## src/rtl/decode_queue.sv

```systemverilog
// Fetch-to-decode instruction queue with an RV32I decoder feeding a single issue register.
// A popped JAL redirects fetch one cycle later and squashes everything queued behind it.
module decode_queue #(
    parameter int IQ_DEPTH   = 4,
    parameter int ADDR_WIDTH = 32,
    parameter int INST_WIDTH = 32
) (
    input  logic                  clk,
    input  logic                  rst_in,
    input  logic                  rdy_in,
    input  logic                  if2dec,
    input  logic [ADDR_WIDTH-1:0] pc_out,
    input  logic [INST_WIDTH-1:0] inst_in,
    output logic                  iq_full,
    input  logic                  flush_in,
    input  logic                  iss_ready,
    output logic                  iss_valid,
    output logic [3:0]            iss_class,
    output logic [3:0]            iss_funct,
    output logic [4:0]            iss_rd,
    output logic [4:0]            iss_rs1,
    output logic [4:0]            iss_rs2,
    output logic [31:0]           iss_imm,
    output logic [ADDR_WIDTH-1:0] iss_pc,
    output logic                  decFlush,
    output logic [ADDR_WIDTH-1:0] dec2if
);

    localparam int PW = $clog2(IQ_DEPTH);
    localparam int CW = PW + 1;
    localparam logic [CW-1:0] FULL_COUNT = CW'(IQ_DEPTH);

    localparam logic [3:0] CLS_LUI     = 4'd0;
    localparam logic [3:0] CLS_AUIPC   = 4'd1;
    localparam logic [3:0] CLS_JAL     = 4'd2;
    localparam logic [3:0] CLS_JALR    = 4'd3;
    localparam logic [3:0] CLS_BRANCH  = 4'd4;
    localparam logic [3:0] CLS_LOAD    = 4'd5;
    localparam logic [3:0] CLS_STORE   = 4'd6;
    localparam logic [3:0] CLS_OPIMM   = 4'd7;
    localparam logic [3:0] CLS_OP      = 4'd8;
    localparam logic [3:0] CLS_ILLEGAL = 4'd15;

    logic [ADDR_WIDTH-1:0] memPc   [IQ_DEPTH];
    logic [INST_WIDTH-1:0] memInst [IQ_DEPTH];

    logic [PW-1:0]         head_q, head_d, tail_q, tail_d;
    logic [CW-1:0]         count_q, count_d;
    logic                  issValid_q, issValid_d;
    logic [3:0]            issClass_q, issClass_d;
    logic [3:0]            issFunct_q, issFunct_d;
    logic [4:0]            issRd_q, issRd_d, issRs1_q, issRs1_d, issRs2_q, issRs2_d;
    logic [31:0]           issImm_q, issImm_d;
    logic [ADDR_WIDTH-1:0] issPc_q, issPc_d;
    logic                  decFlush_q, decFlush_d;
    logic [ADDR_WIDTH-1:0] dec2if_q, dec2if_d;

    logic [ADDR_WIDTH-1:0] headPc;
    logic [INST_WIDTH-1:0] headInst;
    logic [3:0]            decClass, decFunct;
    logic [4:0]            decRd, decRs1, decRs2;
    logic [31:0]           decImm;
    logic                  flushNow, enq, pop, jalPop;

    assign headPc   = memPc[head_q];
    assign headInst = memInst[head_q];
    assign iq_full  = (count_q == FULL_COUNT);

    // Combinational RV32I decode of the queue head; fields absent from a format stay zero.
    always_comb begin
        logic [6:0]  opc;
        logic [2:0]  f3;
        logic [6:0]  f7;
        logic [31:0] immI, immS, immB, immU, immJ;
        opc  = headInst[6:0];
        f3   = headInst[14:12];
        f7   = headInst[31:25];
        immI = {{20{headInst[31]}}, headInst[31:20]};
        immS = {{20{headInst[31]}}, headInst[31:25], headInst[11:7]};
        immB = {{19{headInst[31]}}, headInst[31], headInst[7], headInst[30:25], headInst[11:8], 1'b0};
        immU = {headInst[31:12], 12'b0};
        immJ = {{11{headInst[31]}}, headInst[31], headInst[19:12], headInst[20], headInst[30:21], 1'b0};
        decClass = CLS_ILLEGAL;
        decRd    = 5'd0;
        decRs1   = 5'd0;
        decRs2   = 5'd0;
        decImm   = 32'd0;
        case (opc)
            7'b0110111: begin
                decClass = CLS_LUI;   decRd = headInst[11:7]; decImm = immU;
            end
            7'b0010111: begin
                decClass = CLS_AUIPC; decRd = headInst[11:7]; decImm = immU;
            end
            7'b1101111: begin
                decClass = CLS_JAL;   decRd = headInst[11:7]; decImm = immJ;
            end
            7'b1100111: begin
                if (f3 == 3'b000) begin
                    decClass = CLS_JALR; decRd = headInst[11:7]; decRs1 = headInst[19:15]; decImm = immI;
                end
            end
            7'b1100011: begin
                if (f3 != 3'b010 && f3 != 3'b011) begin
                    decClass = CLS_BRANCH; decRs1 = headInst[19:15]; decRs2 = headInst[24:20]; decImm = immB;
                end
            end
            7'b0000011: begin
                if (f3 != 3'b011 && f3 != 3'b110 && f3 != 3'b111) begin
                    decClass = CLS_LOAD; decRd = headInst[11:7]; decRs1 = headInst[19:15]; decImm = immI;
                end
            end
            7'b0100011: begin
                if (f3 == 3'b000 || f3 == 3'b001 || f3 == 3'b010) begin
                    decClass = CLS_STORE; decRs1 = headInst[19:15]; decRs2 = headInst[24:20]; decImm = immS;
                end
            end
            7'b0010011: begin
                if ((f3 == 3'b001 && f7 == 7'h00) ||
                    (f3 == 3'b101 && (f7 == 7'h00 || f7 == 7'h20)) ||
                    (f3 != 3'b001 && f3 != 3'b101)) begin
                    decClass = CLS_OPIMM; decRd = headInst[11:7]; decRs1 = headInst[19:15]; decImm = immI;
                end
            end
            7'b0110011: begin
                if (f7 == 7'h00 || (f7 == 7'h20 && (f3 == 3'b000 || f3 == 3'b101))) begin
                    decClass = CLS_OP; decRd = headInst[11:7]; decRs1 = headInst[19:15]; decRs2 = headInst[24:20];
                end
            end
            default: decClass = CLS_ILLEGAL;
        endcase
        decFunct = {headInst[30] & (decClass == CLS_OP || (decClass == CLS_OPIMM && f3 == 3'b101)), f3};
    end

    // Handshake qualifiers; a JAL pop or a pending redirect blocks the same-cycle enqueue.
    always_comb begin
        flushNow = rdy_in & flush_in;
        pop      = rdy_in & !flush_in & (count_q != '0) & (!issValid_q | iss_ready);
        jalPop   = pop & (decClass == CLS_JAL);
        enq      = rdy_in & if2dec & !iq_full & !flush_in & !decFlush_q & !jalPop;
    end

    always_comb begin
        head_d     = head_q;
        tail_d     = tail_q;
        count_d    = count_q;
        issValid_d = issValid_q;
        issClass_d = issClass_q;
        issFunct_d = issFunct_q;
        issRd_d    = issRd_q;
        issRs1_d   = issRs1_q;
        issRs2_d   = issRs2_q;
        issImm_d   = issImm_q;
        issPc_d    = issPc_q;
        decFlush_d = decFlush_q;
        dec2if_d   = dec2if_q;
        if (flushNow) begin
            head_d     = tail_q;
            count_d    = '0;
            issValid_d = 1'b0;
            decFlush_d = 1'b0;
        end else if (rdy_in) begin
            if (enq) begin
                tail_d = tail_q + 1'b1;
            end
            if (pop) begin
                head_d     = head_q + 1'b1;
                issValid_d = 1'b1;
                issClass_d = decClass;
                issFunct_d = decFunct;
                issRd_d    = decRd;
                issRs1_d   = decRs1;
                issRs2_d   = decRs2;
                issImm_d   = decImm;
                issPc_d    = headPc;
            end else if (iss_ready) begin
                issValid_d = 1'b0;
            end
            if (enq && !pop) begin
                count_d = count_q + 1'b1;
            end else if (pop && !enq) begin
                count_d = count_q - 1'b1;
            end
            decFlush_d = jalPop;
            if (jalPop) begin
                head_d   = tail_q;
                count_d  = '0;
                dec2if_d = headPc + ADDR_WIDTH'(signed'(decImm));
            end
        end
    end

    always_ff @(posedge clk) begin
        if (rst_in) begin
            head_q     <= '0;
            tail_q     <= '0;
            count_q    <= '0;
            issValid_q <= 1'b0;
            issClass_q <= 4'd0;
            issFunct_q <= 4'd0;
            issRd_q    <= 5'd0;
            issRs1_q   <= 5'd0;
            issRs2_q   <= 5'd0;
            issImm_q   <= 32'd0;
            issPc_q    <= '0;
            decFlush_q <= 1'b0;
            dec2if_q   <= '0;
        end else begin
            head_q     <= head_d;
            tail_q     <= tail_d;
            count_q    <= count_d;
            issValid_q <= issValid_d;
            issClass_q <= issClass_d;
            issFunct_q <= issFunct_d;
            issRd_q    <= issRd_d;
            issRs1_q   <= issRs1_d;
            issRs2_q   <= issRs2_d;
            issImm_q   <= issImm_d;
            issPc_q    <= issPc_d;
            decFlush_q <= decFlush_d;
            dec2if_q   <= dec2if_d;
        end
    end

    // Queue storage carries no reset; only the pointers define which slots are live.
    always_ff @(posedge clk) begin
        if (!rst_in && enq) begin
            memPc[tail_q]   <= pc_out;
            memInst[tail_q] <= inst_in;
        end
    end

    assign iss_valid = issValid_q;
    assign iss_class = issClass_q;
    assign iss_funct = issFunct_q;
    assign iss_rd    = issRd_q;
    assign iss_rs1   = issRs1_q;
    assign iss_rs2   = issRs2_q;
    assign iss_imm   = issImm_q;
    assign iss_pc    = issPc_q;
    assign decFlush  = decFlush_q;
    assign dec2if    = dec2if_q;

endmodule
```

## config.mk

```make
export PLATFORM = sky130hd
export DESIGN_NAME = decode_queue
export DESIGN_NICKNAME = d
export VERILOG_FILES = /design/src/rtl/decode_queue.sv
export SDC_FILE = /design/constraint.sdc
export NUM_CORES = 1
export LEC_CHECK = 0
export ABC_AREA = 1
export CORE_MARGIN = 3
export CORE_UTILIZATION = 50
export DETAILED_ROUTE_END_ITERATION = 16
export PLACE_DENSITY = 0.78
export REMOVE_ABC_BUFFERS = 1
export SETUP_SLACK_MARGIN = 0.05
export SYNTH_ARGS = -nofsm -noshare
export SYNTH_HDL_FRONTEND = slang
export SYNTH_SLANG_ARGS = --single-unit
```

## constraint.sdc

```tcl
create_clock -name clk -period 4.9 [get_ports clk]
set_input_delay 0.49 -clock clk [delete_from_list [all_inputs] [get_ports clk]]
set_output_delay 0.49 -clock clk [all_outputs]
set_load 0.01 [all_outputs]
```

==> results of run 1 <==
-- sequential cells by signal, summed over array words and instances (netlist names), named ones only --
| signal | count |
|---|---|
| count_q | 3 |
| dec2if | 32 |
| decFlush | 1 |
| head_q | 2 |
| iss_class | 4 |
| iss_funct | 4 |
| iss_imm | 32 |
| iss_pc | 32 |
| iss_rd | 5 |
| iss_rs1 | 5 |
| iss_rs2 | 5 |
| iss_valid | 1 |
| memInst | 128 |
| memPc | 128 |
| tail_q | 2 |
-- stage by stage --
stage	area [um^2]	hold slack [ps]
after global placement	19600	453
final	20900	464
after global routing	20900	483
after detailed placement	19600	455
after floorplan	16800	478
after CTS	20900	464
-- area by class of cell --
cell class                 instances  area (um^2)
inverter                         119          459
fill                            2752        12900
timing repair buffer             223         2180
multi-input combinational       1178         6140
clock buffer                      51         1080
tap                              448          561
sequential                       386        10300
clock inverter                    20          190
-- critical path, cell delays in order (launching register included) --
cell and delay [ps]:
dfxtp_4 400, buf_16 320, nand2_1 100, nand3_1 110, nand2_1 110, nand2_1 140
nor2_1 70, nand3_1 90, nand3_1 100, nand2_1 100, inv_1 50, nor2_2 120
nand2_2 90, inv_2 80, nand2_2 90, nand2_1 100, inv_1 50, ha_1 340
a21oi_1 290, a21boi_1 460, inv_1 80, a21oi_1 350, o21ai_0 210, nand2_1 90
nand2_1 70, or2_2 280, nand3_1 70, a21oi_1 60
-- cells by family (layout without fill, tap and decap cells) --
kind of cell,after synthesis,count (layout)
fa+ha+maj,37,37
xor+xnor,18,18
simple gates,713,713
buf+inv,200,413
compound gates,410,410
flops,386,386
-- repair_timing --
| action | CTS | global route |
|---|---|---|
| endpoints found under the hold margin | 0 | 0 |
| endpoints found under the setup margin | 0 | 8 |
| resized for setup | 0 | 5 |
-- Yosys cell counts, types with 10 or more instances --
cell / n / area (um^2)
nor2_1: 145 / 544
nand2_2: 21 / 131
edfxtp_1: 256 / 7690
ha_1: 35 / 438
nand3_1: 86 / 430
o21ai_0: 155 / 776
dfxtp_1: 130 / 2600
inv_1: 106 / 398
buf_2: 14 / 70.1
a21oi_2: 13 / 114
o22ai_1: 40 / 250
nand2_1: 386 / 1450
a21oi_1: 149 / 746
a31oi_1: 14 / 87.6
clkbuf_1: 55 / 206
nand4_1: 10 / 62.6
-- power by group --
part	internal [mW]	switching (mW)	total (mW)
registers	3.54	0.0479	3.59
logic	0.446	0.869	1.31
clock network	1.72	1.22	2.94
-- per-layer routing --
metal  vias to the layer above  GRT usage  part of all wire  wire length, um
li1                       6452          -                 -                -
met1                      6496      0.355              0.41            20000
met5                         -          0                 0                0
met4                         0     0.0917             0.035             1690
met3                       113     0.0336             0.073             3550
met2                       585      0.447              0.48            23500
-- cells in the final DEF, fill, tap and decap left out, types with 9 or more instances in the layout --
cell type	synthesis	layout
nand2_1	386	385
a21oi_1	149	149
clkdlybuf4s50_1	0	190
nor2_4	8	12
a21oi_2	13	13
a31oi_1	14	14
o21ai_0	155	154
nand2_2	21	22
nand4_1	10	10
nor2_1	145	141
nand3_1	86	86
o22ai_1	40	39
dfxtp_1	130	128
xnor2_1	9	9
ha_1	35	35
buf_4	3	30
nor2_2	9	9
nor3_1	9	9
clkbuf_16	0	40
inv_1	106	106
edfxtp_1	256	256
xor2_1	9	9
-- path summary, 6_finish.rpt --
path / startpoint / end / cells past startpoint
hold reg to reg: iss_pc[3] / iss_pc[3] / 2
setup / recovery: flop / dec2if[22] / 27
hold / removal: iss_pc[3] / iss_pc[3] / 2
setup reg to reg: flop / dec2if[22] / 27
==> results.md, run 1 <==
* First-pass GRT wire length at 75400 um
* Share of cells above drive strength 1 at 0.0966
* DRT iter0 DRCs at 1342
* Final Hold Viols at 0
* Maximum root-to-sink buffer count at 3
* Final nets at approximately 2.1k
* Pins Over Slew Limit at 0
* Sink Count at roughly 390
* Power, Total at 7.84 mW
* H-tree depth at 2
* Outcome: completed
* Synth Area in Simple Gates at 0.184
* Routed len/inst at 20.1 um
* Total CTS buffers at 39
* Mux share of post-synthesis cell area at 0
* Post-Route Setup TNS at 0 ps
* Period Utilization, post-route at 0.937
* HP Class: flop to flop
* FFs w/ async S/R, synth at 0
* # rows at 67
* Placed instance count at around 2.4k
* Post-synthesis compound-gate area fraction at 0.133
* Ys flop type: edfxtp_1
* Peak Freq at 0.218 GHz
* Floorplan core area at 33800 um^2
* Max-cap viol count at 0
* Post-Layout Cell Count at 2425
* Mapped Cells at 1764
* Vias per inst at 5.63
* Skew final at 20.5 ps
* Port Buf Inserts at about 190
* CTS tree: built
* Mapped Area at 17200 um^2
* Die W at 192 um
* Seq/Total Area, Yosys at 0.597
* Critical path class: flop to flop
* Worst slew pin tran at 982 ps
* # diodes at 0
* Register bit total from synthesis at 386
* Initial core utilization at 0.510
* Total Routing Usage GR at 0.265
* Vias at 13.6k
* Setup Viol. Count Final at 0
* CP arrival at about 5000 ps
* Leakage power at 7.92 nW
* Hpwl dp at 33700 um
* Clk slew on worst S/H paths at ~60 ps
* Post-Synth XOR/XNOR Area at 0.00915
* Drt drc at 0
* Die Footprint at 36700 um^2
* Pwr dens at 375 nW/um^2
* RSZ-0062 raised after global routing: false
* Mean Syn Cell Area at 9.77 um^2
* Area Growth Syn to Fin at 21.3%
* Hold Buf Count CTS at 0
* Unique masters post-synth at 54
* Drt first pass iters at 5
* Core Util, Final at 0.619
* Normalized max-slew margin at 0.344
* Final ANT Viol Nets at 0
* CP Launch Type: flop
* Fin crit period at 4590 ps
* Final WS setup at 310 ps
* Largest net degree at the start of global routing at between 80 and 90
* Die Span Y at between 150 and 200 um
* Vias in the first global route at 13.6k
* Post-CTS Setup Bufs at 0
* Worst setup EP type: flop
* Adder-cell share of the synthesized area at 0.0277
* Dpl ws at 140 ps
* GR Overflow Total at 0
* Post-synth EDFFs at approximately 260
* Req. time, crit path at 5270 ps
* Placer congestion estimate at 0.975
* Routed wire length at between 40000 and 50000 um
* CTS Root Cell: clkbuf_16
* Initial antenna violation count at 0
* Worst-path fanout max at 85
* R2r setup slk at 310 ps
* Num ports at about 190
* Peak VDD IR at 289 uV
* Clock latency on the worst-skew pair at 540 ps
* Largest family of logic cells by synthesized area: simple AND/OR/NAND/NOR gates
* Syn. warnings at 0
Note: power is estimated with default switching activity, not from simulation.
==> inputs of run 2 (changes only) <==
--- a/config.mk
+++ b/config.mk
@@ -8,6 +8,7 @@
 export ABC_AREA = 1
 export CORE_MARGIN = 3
 export CORE_UTILIZATION = 50
+export CTS_CLUSTER_SIZE = 14
 export DETAILED_ROUTE_END_ITERATION = 16
 export PLACE_DENSITY = 0.78
 export REMOVE_ABC_BUFFERS = 1
==> run 2 against run 1 <==
Non-clock buffer count stayed put. Die area unchanged. Sequential share of layout area about the same. Register-to-register slack barely moved. Maximum frequency about the same. Critical endpoint unchanged. Total power is essentially flat. Sequential power hardly changed. Largest cell class unchanged. Largest power group unchanged. Flip-flop and latch count unchanged.
==> results.md, run 2 (same netlist as run 1, synthesis figures left out) <==
* Clock latency on the worst-skew pair at 540 ps (about the same)
* Worst slew pin tran at 983 ps (+1.50 ps)
* Port Buf Inserts at 191 (unchanged)
* Period Utilization, post-route at 0.938 (about the same)
* # diodes at 0 (unchanged)
* Maximum root-to-sink buffer count at 3 (unchanged)
* # rows at 67 (unchanged)
* Req. time, crit path at 5280 ps (about the same)
* Share of cells above drive strength 1 at 0.0965 (-0.0000976)
* Routed wire length at 48700 um (about the same)
* Placer congestion estimate at 0.975 (unchanged)
* Hold_ws at 464 ps (+0.0520 ps)
* Final nets at 2055 (+0.049%)
* Area Growth Syn to Fin at 21.4% (about the same)
* Peak Freq at 0.218 GHz (about the same)
* Vias at 13.6k (-0.37%)
* Post-Layout Cell Count at 2427 (+0.082%)
* CP Launch Type: flop
* CTS Root Cell: clkbuf_16
* Placement Cell Area at 19600 um^2 (unchanged)
* Initial antenna violation count at 0 (unchanged)
* Core Util, Final at 0.619 (about the same)
* Die Footprint at 36700 um^2 (unchanged)
* Largest registers: memInst: 128 flops, memPc: 128 flops
* Commonest non-fill, non-tap cell in the layout: nand2_1
* Final Hold Viols at 0 (unchanged)
* Drt first pass iters at 5 (unchanged)
* Pwr dens at 375 nW/um^2 (about the same)
* GR Overflow Total at 0 (unchanged)
* Placed instance count at 2354 (unchanged)
* Num ports at 192 (unchanged)
* H-tree depth at 2 (unchanged)
* Worst-path fanout max at 85 (unchanged)
* Skew final at 16.5 ps (-4.08 ps)
* Filler cell count at 2759 (+0.25%)
* Critical path class: flop to flop
* Normalized max-slew margin at 0.343 (-0.00100)
* Pins Over Slew Limit at 0 (unchanged)
* Floorplan core area at 33800 um^2 (unchanged)
* Post-CTS Setup Bufs at 0 (unchanged)
* Hpwl dp at 33700 um (unchanged)
* Leakage power at 7.92 nW (about the same)
* Worst setup EP type: flop
* CTS tree: built
* Vias in the first global route at 13.5k (-0.29%)
* Sink Count at 386 (unchanged)
* Commonest non-fill, non-tap cells in the layout: nand2_1 (385), edfxtp_1 (256), clkdlybuf4s50_1 (190)
* Total Routing Usage GR at 0.264 (-0.000295)
* Setup Viol. Count Final at 0 (unchanged)
* CP arrival at 4970 ps (about the same)
* Largest net degree at the start of global routing at 86 (unchanged)
* Max-cap viol count at 0 (unchanged)
* First-pass GRT wire length at 75300 um (about the same)
* Initial core utilization at 0.510 (unchanged)
* Routed len/inst at 20.1 um (about the same)
* DRT iter0 DRCs at 1276 (-4.9%)
* Die W at 192 um (unchanged)
* Hold Buf Count CTS at 0 (unchanged)
* Die Span Y at 192 um (unchanged)
* HP Class: flop to flop
* Post_cts resized at 0 (unchanged)
* Outcome: completed
* Final instance area at 20900 um^2 (about the same)
* Clk slew on worst S/H paths at 60 ps (about the same)
* Drt drc at 0 (unchanged)
* RSZ-0062 raised after global routing: false
* Vias per inst at 5.60 (-0.45%)
* Total CTS buffers at 40 (+2.6%)
* Final ANT Viol Nets at 0 (unchanged)
* Peak VDD IR at 288 uV (-0.48%)
* Fin crit period at 4590 ps (+3.73 ps)
* Post-Route Setup TNS at 0 ps (unchanged)
[run 2: cell count changes in the layout (fill, tap and decap cells not counted), sizes merged]
cell and delta:
inv +2, clkinv +1, bufinv -1
[run 2: through the flow]
stage / setup WS, ps / power, mW
after detailed placement: 140 / 4.95
final: 306 / 7.84
after CTS: 112 / 7.87
after floorplan: -3570 / 4.42
after global placement: 214 / 4.94
after global routing: 105 / 8.15
[run 2: final cells by class]
class	count	area, um^2	share of cell area
Tap cell	448	561	0.0268
Clock buffer	51	1080	0.0518
Timing Repair Buffer	223	2180	0.104
Sequential cell	386	10300	0.492
Inverter	119	459	0.0220
Clock inverter	22	191	0.00916
Multi-Input combinational cell	1178	6140	0.294
[run 2: power by group]
group          internal (mW)  switching [mW]  total, mW
Clock                   1.68            1.25       2.93
Sequential              3.54          0.0473       3.59
Combinational          0.446           0.867       1.31
Total                   5.67            2.16       7.84
[run 2: metal layers]
metal / vias to the layer above / part of all wire / global-route usage
li1: 6454 / - / -
met1: 6480 / 0.42 / 0.354
met2: 555 / 0.48 / 0.446
met3: 107 / 0.070 / 0.0372
met4: 0 / 0.031 / 0.0878
met5: - / 0 / 0
[run 2: worst paths after layout]
path         cells past startpoint  slack (ps)      start    endpoint
max                             27         310       flop  dec2if[22]
min                              2         460  iss_pc[3]   iss_pc[3]
max reg2reg                     27         310       flop  dec2if[22]
min reg2reg                      2         460  iss_pc[3]   iss_pc[3]
[run 2: critical path: stages, from the launching register on]
cell      delay, ps
dfxtp_4         400
buf_16          320
nand2_1         100
nand3_1         140
nand2_4         110
inv_2           130
nor2_1           70
nand2_1          70
nand3_1          90
nand2_1         100
inv_1            50
nor2_2          120
nand2_2         100
inv_2            80
nand2_2          90
nand2_1         100
inv_1            50
ha_1            340
a21oi_1         290
a21boi_1        460
inv_1            80
a21oi_1         350
o21ai_0         200
nand2_1          90
nand2_1          70
or2_2           280
nand3_1          70
a21oi_1          60
==> inputs of run 3 (changes only) <==
--- a/config.mk
+++ b/config.mk
@@ -6,7 +6,7 @@
 export NUM_CORES = 1
 export LEC_CHECK = 0
 export ABC_AREA = 1
-export CORE_MARGIN = 3
+export CORE_MARGIN = 5
 export CORE_UTILIZATION = 50
 export CTS_CLUSTER_SIZE = 14
 export DETAILED_ROUTE_END_ITERATION = 16
==> run 3 against run 2 <==
Flip-flop and latch count is the same. Clock skew grew 2.5 ps. Combinational power is essentially flat. First-iteration DRC count shrank 16%. Core utilization shrank 0.79 points. Sequential share of layout area shrank 0.097 points. Sequential power is essentially flat. Via count shrank 0.10%. Die area grew 4.2%. Register-to-register slack is essentially flat.
==> results.md, run 3 (same netlist as run 1, synthesis figures left out) <==
* Max-cap viol count at 0 (unchanged)
* Period Utilization, post-route at 0.939 (+0.00107)
* Hold_ws at 461 ps (-2.44 ps)
* Routed wire length at 49900 um (+2.4%)
* Die Span Y at 196 um (+2.1%)
* CP arrival at 5050 ps (+80 ps)
* Drt drc at 0 (unchanged)
* Final nets at 2055 (unchanged)
* Min-delay src: iss_rs1[2]
* # rows at 68 (+1.5%)
* CTS tree: built
* Final ANT Viol Nets at 0 (unchanged)
* # diodes at 0 (unchanged)
* Placer congestion estimate at 0.935 (-4.1%)
* Area Growth Syn to Fin at 21.6%
* RSZ-0062 raised after global routing: true
* DRT iter0 DRCs at 1067 (-16%)
* Commonest non-fill, non-tap cells in the layout: nand2_1 (385), edfxtp_1 (256), clkdlybuf4s50_1 (190)
* H-tree depth at 2 (unchanged)
* R2r setup slk at 300 ps (about the same)
* Total Routing Usage GR at 0.252 (-0.0126)
* Normalized max-slew margin at 0.426 (+0.0836)
* Worst-path fanout max at 57 (-33%)
* Num ports at 192 (unchanged)
* Pwr dens at 379 nW/um^2 (+1.0%)
* Pins Over Slew Limit at 0 (unchanged)
* Power, Total at 7.93 mW (+1.2%)
* Peak Freq at 0.217 GHz (-0.11%)
* Fin crit period at 4600 ps (+5.22 ps)
* Final Hold Viols at 0 (unchanged)
* Die Footprint at 38300 um^2 (+4.2%)
* Worst setup EP type: flop
* Outcome: completed
* Sink Count at 386 (unchanged)
* Die W at 196 um (+2.1%)
* Hold Crit Depth at 2 (unchanged)
* Largest net degree at the start of global routing at 73 (-15%)
* Post-Route Setup TNS at 0 ps (unchanged)
* CTS Root Cell: clkbuf_16
* Share of cells above drive strength 1 at 0.0980 (+0.00147)
* Req. time, crit path at 5350 ps (+70 ps)
* Leakage power at 7.94 nW (+0.21%)
* GR Overflow Total at 0 (unchanged)
* CP Launch Type: flop
* Clock latency on the worst-skew pair at 540 ps (about the same)
* Worst slew pin tran at 860 ps (-123 ps)
* Vias at 13.6k (-0.10%)
* Peak VDD IR at 272 uV (-5.6%)
* Worst Hold Path EP: iss_rs1[2]
* Hpwl dp at 35000 um (+4.0%)
* Floorplan core area at 34300 um^2 (+1.5%)
* Routed len/inst at 20.5 um (+2.0%)
* Worst r2r dst: dec2if[26]
* Clk slew on worst S/H paths at 60 ps (about the same)
* Post-CTS Setup Bufs at 0 (unchanged)
* Initial antenna violation count at 0 (unchanged)
* Drt first pass iters at 6 (+1)
* Maximum root-to-sink buffer count at 3 (unchanged)
* Vias per inst at 5.58 (-0.43%)
* R2R cell count at 25 (-7.4%)
* Commonest non-fill, non-tap cell in the layout: nand2_1
* First-pass GRT wire length at 76100 um (+1.0%)
* Initial core utilization at 0.502 (-0.00750)
* Port Buf Inserts at 191 (unchanged)
* Skew final at 19.0 ps (+2.51 ps)
* HP Class: flop to flop
* Total CTS buffers at 40 (unchanged)
* Largest registers: memInst: 128 flops, memPc: 128 flops
* Vias in the first global route at 13.2k (-2.3%)
* Critical path class: flop to flop
* Setup Viol. Count Final at 0 (unchanged)
==> run 3: cell count changes in the layout (fill, tap and decap cells not counted), sizes merged <==
cell	change
clkinvlp	+1
clkbuf	+4
clkinv	-4
==> run 3: stage by stage <==
step / setup slack (ps) / cells / area (um^2) / utilization
global route: 45.4 / 2435 / 20900 / 0.611
detailed placement: 360 / 2361 / 19600 / 0.572
floorplan: -3570 / 1683 / 16800 / -
CTS: 319 / 2435 / 20900 / 0.611
finish: 301 / 2435 / 20900 / 0.611
global placement: 455 / 2361 / 19600 / 0.572
==> run 3: repair_timing <==
action | 4_1_cts | 5_1_grt
resized for setup | 0 | 2
hold buffers | 0 | 0
hold endpoints to repair | 0 | 0
endpoints found under the setup margin | 0 | 3
==> run 3: report_power, final <==
group	total, mW	leakage [nW]	internal [mW]	switching [mW]
Combinational	1.33	3.94	0.444	0.881
Clock	3.02	0.638	1.76	1.25
Sequential	3.59	3.36	3.54	0.0476
==> run 3: layout make-up <==
class	count	area [um^2]
Clock buffer	55	1150
Clock inverter	19	169
Fill cell	2825	13300
Inverter	119	460
Multi-Input combinational cell	1178	6130
Sequential cell	386	10300
Tap cell	455	569
Timing Repair Buffer	223	2170
==> run 3: layer usage <==
layer | track usage | up-vias | share of wire
li1 | - | 6460 | -
met1 | 0.339 | 6505 | 0.41
met2 | 0.427 | 535 | 0.49
met3 | 0.0407 | 82 | 0.075
met4 | 0.0678 | 0 | 0.026
met5 | 0 | - | 0
==> run 3: worst max-delay path, stage by stage, from the launching register on <==
cell	delay, ps
dfxtp_2	380
buf_12	280
nand3_1	130
nand2_1	130
nand2_2	120
nor2_8	170
nand2_2	90
nor2_4	120
nand2_1	90
inv_1	80
nor2_2	70
o22ai_1	180
ha_1	220
inv_1	60
fa_1	390
o21ai_0	430
a21boi_0	260
buf_4	200
o21ai_0	320
nand3_1	130
nand3_1	140
nand2_1	70
nand2_1	70
or2_2	100
nand3_1	60
a21oi_1	130
==> run 3: worst max path at each step <==
stage,slack [ps],endpoint,cells past startpoint
2_1_floorplan,-3570,memInst[0][0],8
3_3_place_gp,450,dec2if[26],26
3_5_place_dp,360,dec2if[26],26
4_1_cts,320,dec2if[26],26
5_1_grt,50,dec2if[26],25
6_report,300,dec2if[26],25
